==> src/rtl/mux3_arbiter.sv <==
// Three-requester burst arbiter driving a mux3 select, with round-robin fairness and a per-grant burst limit.
// Build option: define MUX3_ARB_FIXED_PRIO_EN for fixed priority 0>1>2 (no last-winner pointer).
module mux3_arbiter #(
   parameter int MAX_BURST = 4
) (
   input  logic       clk,
   input  logic       rst_n,
   input  logic [2:0] req,
   input  logic [2:0] last,
   input  logic       dn_ready,
   output logic [1:0] sel,
   output logic [2:0] gnt,
   output logic       out_valid,
   output logic [3:0] beat_cnt
);

   typedef enum logic [0:0] {
      ST_IDLE = 1'b0,
      ST_BUSY = 1'b1
   } state_t;

   localparam logic [3:0] LP_MAX = 4'(MAX_BURST);

   // Winner search; result is {found, index}, index 3 when nobody requests.
`ifdef MUX3_ARB_FIXED_PRIO_EN
   function automatic logic [2:0] pick(input logic [2:0] r);
      logic [2:0] res;
      res = {1'b0, 2'd3};
      for (int k = 2; k >= 0; k--) begin
         if (r[k]) begin
            res = {1'b1, 2'(k)};
         end else begin
            res = res;
         end
      end
      return res;
   endfunction
`else
   // Later iterations overwrite earlier ones, so the first candidate after ptr wins.
   function automatic logic [2:0] pick(input logic [2:0] r, input logic [1:0] ptr);
      logic [2:0] res;
      logic [2:0] idx;
      res = {1'b0, 2'd3};
      for (int k = 3; k >= 1; k--) begin
         idx = {1'b0, ptr} + 3'(k);
         if (idx >= 3'd3) begin
            idx = idx - 3'd3;
         end else begin
            idx = idx;
         end
         if (r[idx[1:0]]) begin
            res = {1'b1, idx[1:0]};
         end else begin
            res = res;
         end
      end
      return res;
   endfunction
`endif

   state_t     r_state;
   logic [1:0] r_sel;
   logic [2:0] r_gnt;
   logic [3:0] r_beat_cnt;

   state_t     w_state_nxt;
   logic [1:0] w_sel_nxt;
   logic [2:0] w_gnt_nxt;
   logic [3:0] w_beat_nxt;
   logic       w_req_g;
   logic       w_last_g;
   logic       w_xfer;
   logic       w_end;
   logic [2:0] w_pick;

`ifndef MUX3_ARB_FIXED_PRIO_EN
   logic [1:0] r_last_winner;
   logic [1:0] w_last_winner_nxt;
   logic [1:0] w_ptr;
`endif

   // gnt is zero in IDLE, so masking with it yields the granted requester's bits only.
   assign w_req_g   = |(req & r_gnt);
   assign w_last_g  = |(last & r_gnt);
   assign w_xfer    = w_req_g & dn_ready;
   assign out_valid = w_req_g;
   assign sel       = r_sel;
   assign gnt       = r_gnt;
   assign beat_cnt  = r_beat_cnt;

   // Grant ends on a final or burst-limit transfer, or when the granted requester withdraws.
   assign w_end = (r_state == ST_BUSY) &&
                  ((w_xfer && (w_last_g || ((r_beat_cnt + 4'd1) == LP_MAX))) || !w_req_g);

`ifdef MUX3_ARB_FIXED_PRIO_EN
   assign w_pick = pick(req);
`else
   // While BUSY the current grantee becomes last_winner on the same edge, so search from it.
   assign w_ptr  = (r_state == ST_BUSY) ? r_sel : r_last_winner;
   assign w_pick = pick(req, w_ptr);
`endif

   // Next-state and next-grant logic.
   always_comb begin
      w_state_nxt = r_state;
      w_sel_nxt   = r_sel;
      w_gnt_nxt   = r_gnt;
      w_beat_nxt  = r_beat_cnt;
`ifndef MUX3_ARB_FIXED_PRIO_EN
      w_last_winner_nxt = r_last_winner;
`endif
      case (r_state)
         ST_IDLE: begin
            w_beat_nxt = 4'd0;
            if (w_pick[2]) begin
               w_state_nxt = ST_BUSY;
               w_sel_nxt   = w_pick[1:0];
               w_gnt_nxt   = 3'(3'b001 << w_pick[1:0]);
            end else begin
               w_state_nxt = ST_IDLE;
               w_sel_nxt   = 2'd3;
               w_gnt_nxt   = 3'b000;
            end
         end
         ST_BUSY: begin
            if (w_end) begin
               w_beat_nxt = 4'd0;
`ifndef MUX3_ARB_FIXED_PRIO_EN
               w_last_winner_nxt = r_sel;
`endif
               if (w_pick[2]) begin
                  w_state_nxt = ST_BUSY;
                  w_sel_nxt   = w_pick[1:0];
                  w_gnt_nxt   = 3'(3'b001 << w_pick[1:0]);
               end else begin
                  w_state_nxt = ST_IDLE;
                  w_sel_nxt   = 2'd3;
                  w_gnt_nxt   = 3'b000;
               end
            end else if (w_xfer) begin
               w_beat_nxt = r_beat_cnt + 4'd1;
            end else begin
               w_beat_nxt = r_beat_cnt;
            end
         end
         default: begin
            w_state_nxt = ST_IDLE;
            w_sel_nxt   = 2'd3;
            w_gnt_nxt   = 3'b000;
            w_beat_nxt  = 4'd0;
         end
      endcase
   end

   // State and output registers with synchronous active-low reset.
   always_ff @(posedge clk) begin
      if (!rst_n) begin
         r_state    <= ST_IDLE;
         r_sel      <= 2'd3;
         r_gnt      <= 3'b000;
         r_beat_cnt <= 4'd0;
`ifndef MUX3_ARB_FIXED_PRIO_EN
         r_last_winner <= 2'd2;
`endif
      end else begin
         r_state    <= w_state_nxt;
         r_sel      <= w_sel_nxt;
         r_gnt      <= w_gnt_nxt;
         r_beat_cnt <= w_beat_nxt;
`ifndef MUX3_ARB_FIXED_PRIO_EN
         r_last_winner <= w_last_winner_nxt;
`endif
      end
   end

endmodule

==> config.mk <==
export PLATFORM = sky130hd
export DESIGN_NAME = mux3_arbiter
export DESIGN_NICKNAME = d
export VERILOG_FILES = /design/src/rtl/mux3_arbiter.sv
export SDC_FILE = /design/constraint.sdc
export NUM_CORES = 1
export LEC_CHECK = 0
export BUFFER_PORTS_ARGS = -buffer_cell sky130_fd_sc_hd__buf_2
export CAP_MARGIN = 0
export CORE_MARGIN = 4
export CORE_UTILIZATION = 45
export CTS_BUF_LIST = sky130_fd_sc_hd__clkbuf_4 sky130_fd_sc_hd__clkbuf_8
export DETAILED_ROUTE_END_ITERATION = 16
export HOLD_SLACK_MARGIN = 0.03
export PLACE_DENSITY = 0.8
export SLEW_MARGIN = 20
export SYNTH_ARGS = -nofsm -noshare
export SYNTH_HDL_FRONTEND = slang
export SYNTH_SLANG_ARGS = --single-unit
==> constraint.sdc <==
create_clock -name clk -period 2.1 [get_ports clk]
set_input_delay 0.21 -clock clk [delete_from_list [all_inputs] [get_ports clk]]
set_output_delay 0.21 -clock clk [all_outputs]
set_load 0.005 [all_outputs]
==> flow_summary.json, run 1 <==
{
  "drive_above_1_share": 0.336,
  "start_util": 0.481,
  "worst-path-buf-inv": 0,
  "wl_per_cell_um": 14.1,
  "synthFlopType": "dfxtp_1",
  "root_buffer": "clkbuf_4",
  "finalCriticalPeriod_ns": 2.20,
  "seq_area_um2": 244,
  "synth_commonest_cells": "nand2_1 (14), dfxtp_1 (12), o21ai_0 (6)",
  "multi_input_area_um2": 599,
  "area_growth_pct": 34.4,
  "clk_latency_ns": 0.28,
  "io_buffers": 18,
  "cts_max_level": 1,
  "pin_count": 19,
  "grt.total_usage": 0.189,
  "drt_wl_total_um": 2230,
  "violations": "setup timing",
  "setup_slack_ns": -0.103,
  "clk_pin_slew_ns": 0.08,
  "hpwl_um": 1610,
  "hold_viol": 0,
  "maxCapViolCount": 0,
  "syn_nets": 114,
  "rrSetupSlack_ns": -0.10,
  "period_share": 1.05,
  "worst_pin_slew_ns": 0.391,
  "yosysUniqueCellTypes": 37,
  "rsz0062_at_grt": "true",
  "synth-seq-cells": 12,
  "gp_routability_congestion": 0.899,
  "numCtsBuffers": 3,
  "drc": 0,
  "crit_chain": "mux2_4 > ha_4 > nor2_4 > a21oi_2 > a211oi_1 > a2111o_1 > or3_1 > a21boi_1",
  "skew_ns": 0.00181,
  "syn-cell-area_um2": 848,
  "setup_viol": 4,
  "finalNetCount": 148,
  "powerDensity_nw_per_um2": 1580,
  "ant_nets": 0,
  "diodes": 0,
  "cp_slowest_stage_delay_ns": 0.38,
  "grt_max_degree": 13,
  "grt_pass1_wl_um": 3840,
  "crit_path_end_kind": "flop",
  "synth_top_area_share": 0.283,
  "synth.most_common_cell": "nand2_1",
  "clockBufferDepth": 2,
  "path_max_fanout": 7,
  "synth-edff-count": 0,
  "fmax_mhz": 454,
  "required_ns": 2.31,
  "critical_path_class": "reg -> reg",
  "drv_slew": 0,
  "crit_family": "compound AO/OA/AOI/OAI gates",
  "synth_area_leaders": "dfxtp_1 (28%), nand2_1 (6.2%), ha_1 (5.9%), mux2i_1 (5.9%), o21ai_0 (3.5%)",
  "drt_iter0_drc": 50,
  "fill_cells": 157,
  "std_cell_rows": 15,
  "clock-sinks": 12,
  "synth_cells": 101,
  "die_h_um": 51.4,
  "dpl_cell_area_um2": 1070,
  "yosys_warnings": 0,
  "grt_pass1_vias": 842,
  "dieArea_um2": 2640,
  "finalPower_w": 0.00180,
  "outcome": "finished with violations",
  "cts_tree": "built",
  "core_um2": 1760,
  "fp.dieW_um": 51.4,
  "synthArstFlopShare": 0,
  "antenna_found_initial": 0,
  "vias": 902,
  "slowest_stage": "dfxtp_4",
  "slew_headroom": 0.740,
  "viasPerCell": 5.67,
  "post-route-cell-area_um2": 1140,
  "dr.pass1.iters": 4,
  "cp-start-kind": "flop",
  "max-vdd-ir-drop_v": 0.000815,
  "leakagePower_nw": 0.511,
  "syn_avg_cell_area_um2": 8.40,
  "grt.overflow.total": 0,
  "yosysSeqAreaShare": 0.283,
  "yosysTopAreaCell": "dfxtp_1",
  "worstPathArrival_ns": 2.41,
  "hp-class": "in -> reg"
}
[sequential cells by signal, indices dropped and copies added, names as in the netlist]
name / flops
r_last_winner: 2
sel: 2
gnt: 3
beat_cnt: 4
r_state: 1
[through the flow]
stage | TNS [ns] | hold WS [ns] | setup slack (ns) | std cells | util
4_1_cts | -0.262 | 0.201 | -0.0971 | 159 | 0.646
2_1_floorplan | -0.197 | 0.359 | -0.131 | 101 | -
3_5_place_dp | -0.244 | 0.484 | -0.140 | 153 | 0.607
6_report | -0.270 | 0.201 | -0.103 | 159 | 0.646
5_1_grt | -0.819 | 0.213 | -0.236 | 159 | 0.646
3_3_place_gp | -0.113 | 0.479 | -0.0573 | 153 | 0.607
[worst paths after layout]
check / start / cells after the start / to
max: r_state$_SDFF_PN0_ / 8 / gnt[2]$_SDFFE_PN0P_
min: rst_n / 2 / sel[0]$_SDFFE_PN1P_
max reg2reg: r_state$_SDFF_PN0_ / 8 / gnt[2]$_SDFFE_PN0P_
min reg2reg: beat_cnt[2]$_SDFFE_PN0P_ / 2 / beat_cnt[2]$_SDFFE_PN0P_
[cells by family after synthesis]
kind of cell	after synthesis	synth area share
flops	12	0.283
mux	7	0.0988
compound gates	28	0.230
fa+ha+maj	4	0.0590
simple gates	41	0.277
buf+inv	9	0.0516
[where the power goes]
| group | switching [W] | internal, W |
|---|---|---|
| clock | 0.0000800 | 0.000105 |
| sequential | 0.0000658 | 0.000294 |
| combinational | 0.000563 | 0.000696 |
[worst reg2reg max path, cell delays in order (launching register included)]
cell and delay (ns):
dfxtp_4 0.38, mux2_4 0.33, ha_4 0.33, nor2_4 0.05
a21oi_2 0.13, a211oi_1 0.09, a2111o_1 0.34, or3_1 0.36
a21boi_1 0.14
[layout by cell type, fill, tap and decap left out, types with 3 or more instances in the layout]
cell	count
buf_2	18
nand2_1	14
buf_4	13
dfxtp_1	11
inv_1	5
o21ai_0	5
mux2i_1	5
a21oi_1	4
nand3b_1	4
nor2_1	3
a21boi_1	3
clkbuf_4	3
[area by class of cell]
class / instances / area share
Multi-Input combinational cell: 80 / 0.526
Sequential cell: 12 / 0.214
Timing Repair Buffer: 33 / 0.184
Clock buffer: 4 / 0.0318
Tap cell: 25 / 0.0274
Inverter: 5 / 0.0165
[routing by layer]
metal	GRT usage	routed length, µm	vias to the layer above
met4	0.0655	34	0
met5	0	0	-
met1	0.264	1080	434
met3	0.0233	97	4
li1	-	-	438
met2	0.297	1020	26
[what timing repair did]
action	CTS	global route
setup buffers	2	0
endpoints found under the setup margin	4	6
cloned	0	0
hold buffers	0	0
gates resized for setup	5	2
pin swaps	2	4
Note: power is estimated with default switching activity, not from simulation.
==> run 2: changes to the inputs <==
- CORE_ASPECT_RATIO: unset -> 1.25
- GPL_TIMING_DRIVEN: unset -> 0
==> flow_summary.json, run 2 (same netlist as run 1, synthesis figures left out) <==
{
  "wl_per_cell_um": 14.2,
  "drv_slew": 0,
  "critical_path_class": "reg -> reg",
  "p_seq_frac": 0.197,
  "path_max_fanout": 6,
  "outcome": "finished with violations",
  "hold_ws_ns": 0.213,
  "setup_viol": 4,
  "p_int_w": 0.00110,
  "cp-start-kind": "flop",
  "grt_pass1_wl_um": 3350,
  "drive_above_1_share": 0.331,
  "post-route-cell-area_um2": 1130,
  "p_comb_frac": 0.704,
  "p_sw_w": 0.000743,
  "clk_pin_slew_ns": 0.08,
  "area_growth_pct": 32.9,
  "clkPwrFrac": 0.099,
  "fp.dieW_um": 46.8,
  "skew_ns": 0.00648,
  "clockBufferDepth": 2,
  "clock-sinks": 12,
  "drt_wl_total_um": 2120,
  "setup_slack_ns": -0.181,
  "final_common_cell": "buf_2",
  "finalNetCount": 144,
  "required_ns": 2.30,
  "largest_reg_flops": 4,
  "finalCriticalPeriod_ns": 2.28,
  "cts_tree": "built",
  "std_cell_rows": 17,
  "drc": 0,
  "diodes": 0,
  "dieArea_um2": 2650,
  "hpwl_um": 1540,
  "ant_nets": 0,
  "period_share": 1.09,
  "leakagePower_nw": 0.491,
  "dr.pass1.iters": 4,
  "cts_max_level": 1,
  "io_buffers": 18,
  "hold_viol": 0,
  "viasPerCell": 5.77,
  "hp-class": "in -> reg",
  "start_util": 0.475,
  "grt_max_degree": 11,
  "root_buffer": "clkbuf_4",
  "grt.overflow.total": 0,
  "violations": "setup timing",
  "grt.total_usage": 0.170,
  "crit_path_end_kind": "flop",
  "antenna_found_initial": 0,
  "maxCapViolCount": 0,
  "finalSetupTns_ns": -0.629,
  "numCtsBuffers": 3,
  "vias": 859,
  "rrSetupSlack_ns": -0.18,
  "max-vdd-ir-drop_v": 0.00129,
  "layout_common_cells": "buf_2 (19), nand2_1 (14), dfxtp_1 (11)",
  "grt_pass1_vias": 782,
  "fmax_mhz": 438,
  "pin_count": 19,
  "fill_cells": 172,
  "core_um2": 1790,
  "clk_latency_ns": 0.27,
  "powerDensity_nw_per_um2": 1630,
  "switching_share": 0.404,
  "dpl_cell_area_um2": 997,
  "finalPower_w": 0.00184,
  "rsz0062_at_grt": "true",
  "die_h_um": 56.5,
  "gp_routability_congestion": 0.811,
  "worst_pin_slew_ns": 0.378,
  "slew_headroom": 0.745,
  "worstPathArrival_ns": 2.48,
  "drt_iter0_drc": 20
}
[run 2: worst max-delay path, stage by stage (launching register included)]
cell and delay, ns:
dfxtp_2 0.33, buf_6 0.11, mux2_4 0.33, ha_4 0.33, mux2i_1 0.09, o211ai_1 0.21
a211oi_2 0.07, a22o_1 0.23, or3b_1 0.36, a21boi_1 0.15
[run 2: layer usage]
metal,vias up,part of all wire,track usage
li1,435,-,-
met1,395,0.39,0.193
met2,25,0.54,0.295
met3,4,0.057,0.0192
met4,0,0.012,0.0791
met5,-,0,0
[run 2: path summary, 6_finish.rpt]
kind | start | end | depth (start not counted)
max reg2reg | r_state$_SDFF_PN0_ | gnt[0]$_SDFFE_PN0P_ | 9
min | rst_n | r_last_winner[0]$_SDFFE_PN0P_ | 3
min reg2reg | gnt[0]$_SDFFE_PN0P_ | gnt[0]$_SDFFE_PN0P_ | 2
max | r_state$_SDFF_PN0_ | gnt[0]$_SDFFE_PN0P_ | 9
[run 2: power by group through the flow]
stage | Combinational, W | Clock [W] | Sequential (W)
6_report | 0.00129 | 0.000182 | 0.000362
5_1_grt | 0.00142 | 0.000197 | 0.000371
4_1_cts | 0.00118 | 0.000181 | 0.000361
3_5_place_dp | 0.000942 | 0 | 0.000366
3_3_place_gp | 0.000917 | 0 | 0.000363
2_1_floorplan | 0.000772 | 0 | 0.000352
[run 2: what timing repair did]
item	in CTS	in global routing
pin swaps	7	4
gates resized for setup	4	6
hold buffers	0	0
setup buffers	8	0
hold endpoints to repair	0	0
setup endpoints to repair	5	6
[run 2: per-stage QoR]
step	util	setup slack [ns]	std cells
2_1_floorplan	-	-0.131	101
3_3_place_gp	0.558	-0.233	138
3_5_place_dp	0.558	-0.274	138
4_1_cts	0.612	-0.173	149
5_1_grt	0.631	-0.309	149
6_report	0.631	-0.181	149
[run 2: final cells by class]
cell class | count | area (µm²) | share of cell area
multi-input combinational | 80 | 629 | 0.558
tap | 19 | 23.8 | 0.0211
sequential | 12 | 241 | 0.214
inverter | 5 | 18.8 | 0.0166
timing repair buffer | 26 | 158 | 0.140
clock buffer | 4 | 36.3 | 0.0322
buffer | 3 | 20.0 | 0.0178
==> run 3: changes to the inputs <==
- CORE_MARGIN: 4 -> unset
==> flow_summary.json, run 3 (same netlist as run 1, synthesis figures left out) <==
{
  "outcome": "finished with violations",
  "violations": "setup timing",
  "clock-sinks": 12,
  "wl_per_cell_um": 14.4,
  "hp-class": "in -> reg",
  "clk_pin_slew_ns": 0.07,
  "hold_ws_ns": 0.226,
  "dr.pass1.iters": 4,
  "io_buffers": 18,
  "gp_routability_congestion": 0.774,
  "drive_above_1_share": 0.315,
  "core_um2": 1770,
  "fp.dieW_um": 40.8,
  "clockBufferDepth": 2,
  "grt.overflow.total": 0,
  "setup_viol": 2,
  "required_ns": 2.30,
  "diodes": 0,
  "slew_headroom": 0.715,
  "maxCapViolCount": 0,
  "area_growth_pct": 28.9,
  "dieArea_um2": 2060,
  "cp-start-kind": "flop",
  "skew_ns": 0.00619,
  "max-vdd-ir-drop_v": 0.00143,
  "hold_viol": 0,
  "finalCriticalPeriod_ns": 2.24,
  "grt_pass1_wl_um": 3200,
  "crit_path_end_kind": "flop",
  "setup_slack_ns": -0.140,
  "critical_path_class": "reg -> reg",
  "vias": 853,
  "stdcell_count": 146,
  "grt.total_usage": 0.217,
  "rrSetupSlack_ns": -0.14,
  "largest_reg_flops": 4,
  "period_share": 1.07,
  "viasPerCell": 5.84,
  "hpwl_um": 1480,
  "clk_latency_ns": 0.27,
  "ant_nets": 0,
  "finalPower_w": 0.00177,
  "grt_pass1_vias": 735,
  "path_max_fanout": 6,
  "finalNetCount": 142,
  "drt_wl_total_um": 2110,
  "die_h_um": 50.5,
  "start_util": 0.481,
  "powerDensity_nw_per_um2": 1610,
  "drc": 0,
  "cts_max_level": 1,
  "root_buffer": "clkbuf_4",
  "rsz0062_at_grt": "true",
  "dp_cells": 138,
  "drt_iter0_drc": 13,
  "std_cell_rows": 17,
  "cts_tree": "built",
  "drv_slew": 0,
  "worstPathArrival_ns": 2.44,
  "antenna_found_initial": 0,
  "pin_count": 19,
  "fmax_mhz": 446,
  "numCtsBuffers": 3,
  "leakagePower_nw": 0.472,
  "grt_max_degree": 11,
  "final_common_cell": "buf_2",
  "worst_pin_slew_ns": 0.427,
  "layout_common_cells": "buf_2 (19), nand2_1 (14), dfxtp_1 (11)"
}
[run 3: worst max-delay path: stages, from the launching register on]
cell and delay, ns:
dfxtp_4 0.38, mux2_4 0.33, ha_4 0.33, nor2_4 0.05, a21oi_4 0.12, a211oi_2 0.08, a2111o_1 0.39, or3_1 0.35
a21boi_1 0.13
[run 3: worst paths after layout]
| kind | startpoint | to | cells after the start |
|---|---|---|---|
| hold / removal | rst_n | r_last_winner[0]$_SDFFE_PN0P_ | 3 |
| setup / recovery | r_state$_SDFF_PN0_ | gnt[2]$_SDFFE_PN0P_ | 8 |
| setup reg to reg | r_state$_SDFF_PN0_ | gnt[2]$_SDFFE_PN0P_ | 8 |
| hold reg to reg | gnt[1]$_SDFFE_PN0P_ | gnt[1]$_SDFFE_PN0P_ | 2 |
[run 3: layer usage]
layer  track usage  wire length, µm  up-vias  share of wire
met1         0.266              891      410           0.42
li1              -                -      427              -
met5             0                0        -              0
met4        0.0833               22        0          0.010
met2         0.370             1160       14           0.55
met3        0.0133               31        2          0.015
[run 3: timing repair]
action,CTS,global route
pin swaps,5,7
buffers inserted,3,4
resized for setup,2,7
hold buffers,0,0
setup endpoints to repair,6,5
[run 3: report_power, final]
part	internal, W	switching, W
combinational	0.000661	0.000590
clock	0.0000662	0.0000709
sequential	0.000294	0.0000830
total	0.00102	0.000744
[run 3: cell type report]
cell class | instances | area, µm²
fillers | 165 | 672
multi-input cells | 80 | 633
flip-flops and latches | 12 | 244
repair buffers | 25 | 143
well taps | 19 | 23.8
clock buffers | 3 | 22.5
inverters | 5 | 18.8
plain buffers | 2 | 8.76
[run 3: through the flow]
step	instance area (µm²)	setup TNS [ns]	utilization	setup slack, ns
global placement	997	-0.582	0.565	-0.261
global route	1090	-0.747	0.619	-0.216
finish	1090	-0.246	0.619	-0.140
detailed placement	997	-0.672	0.565	-0.268
CTS	1040	-0.336	0.588	-0.132
floorplan	883	-0.197	-	-0.131
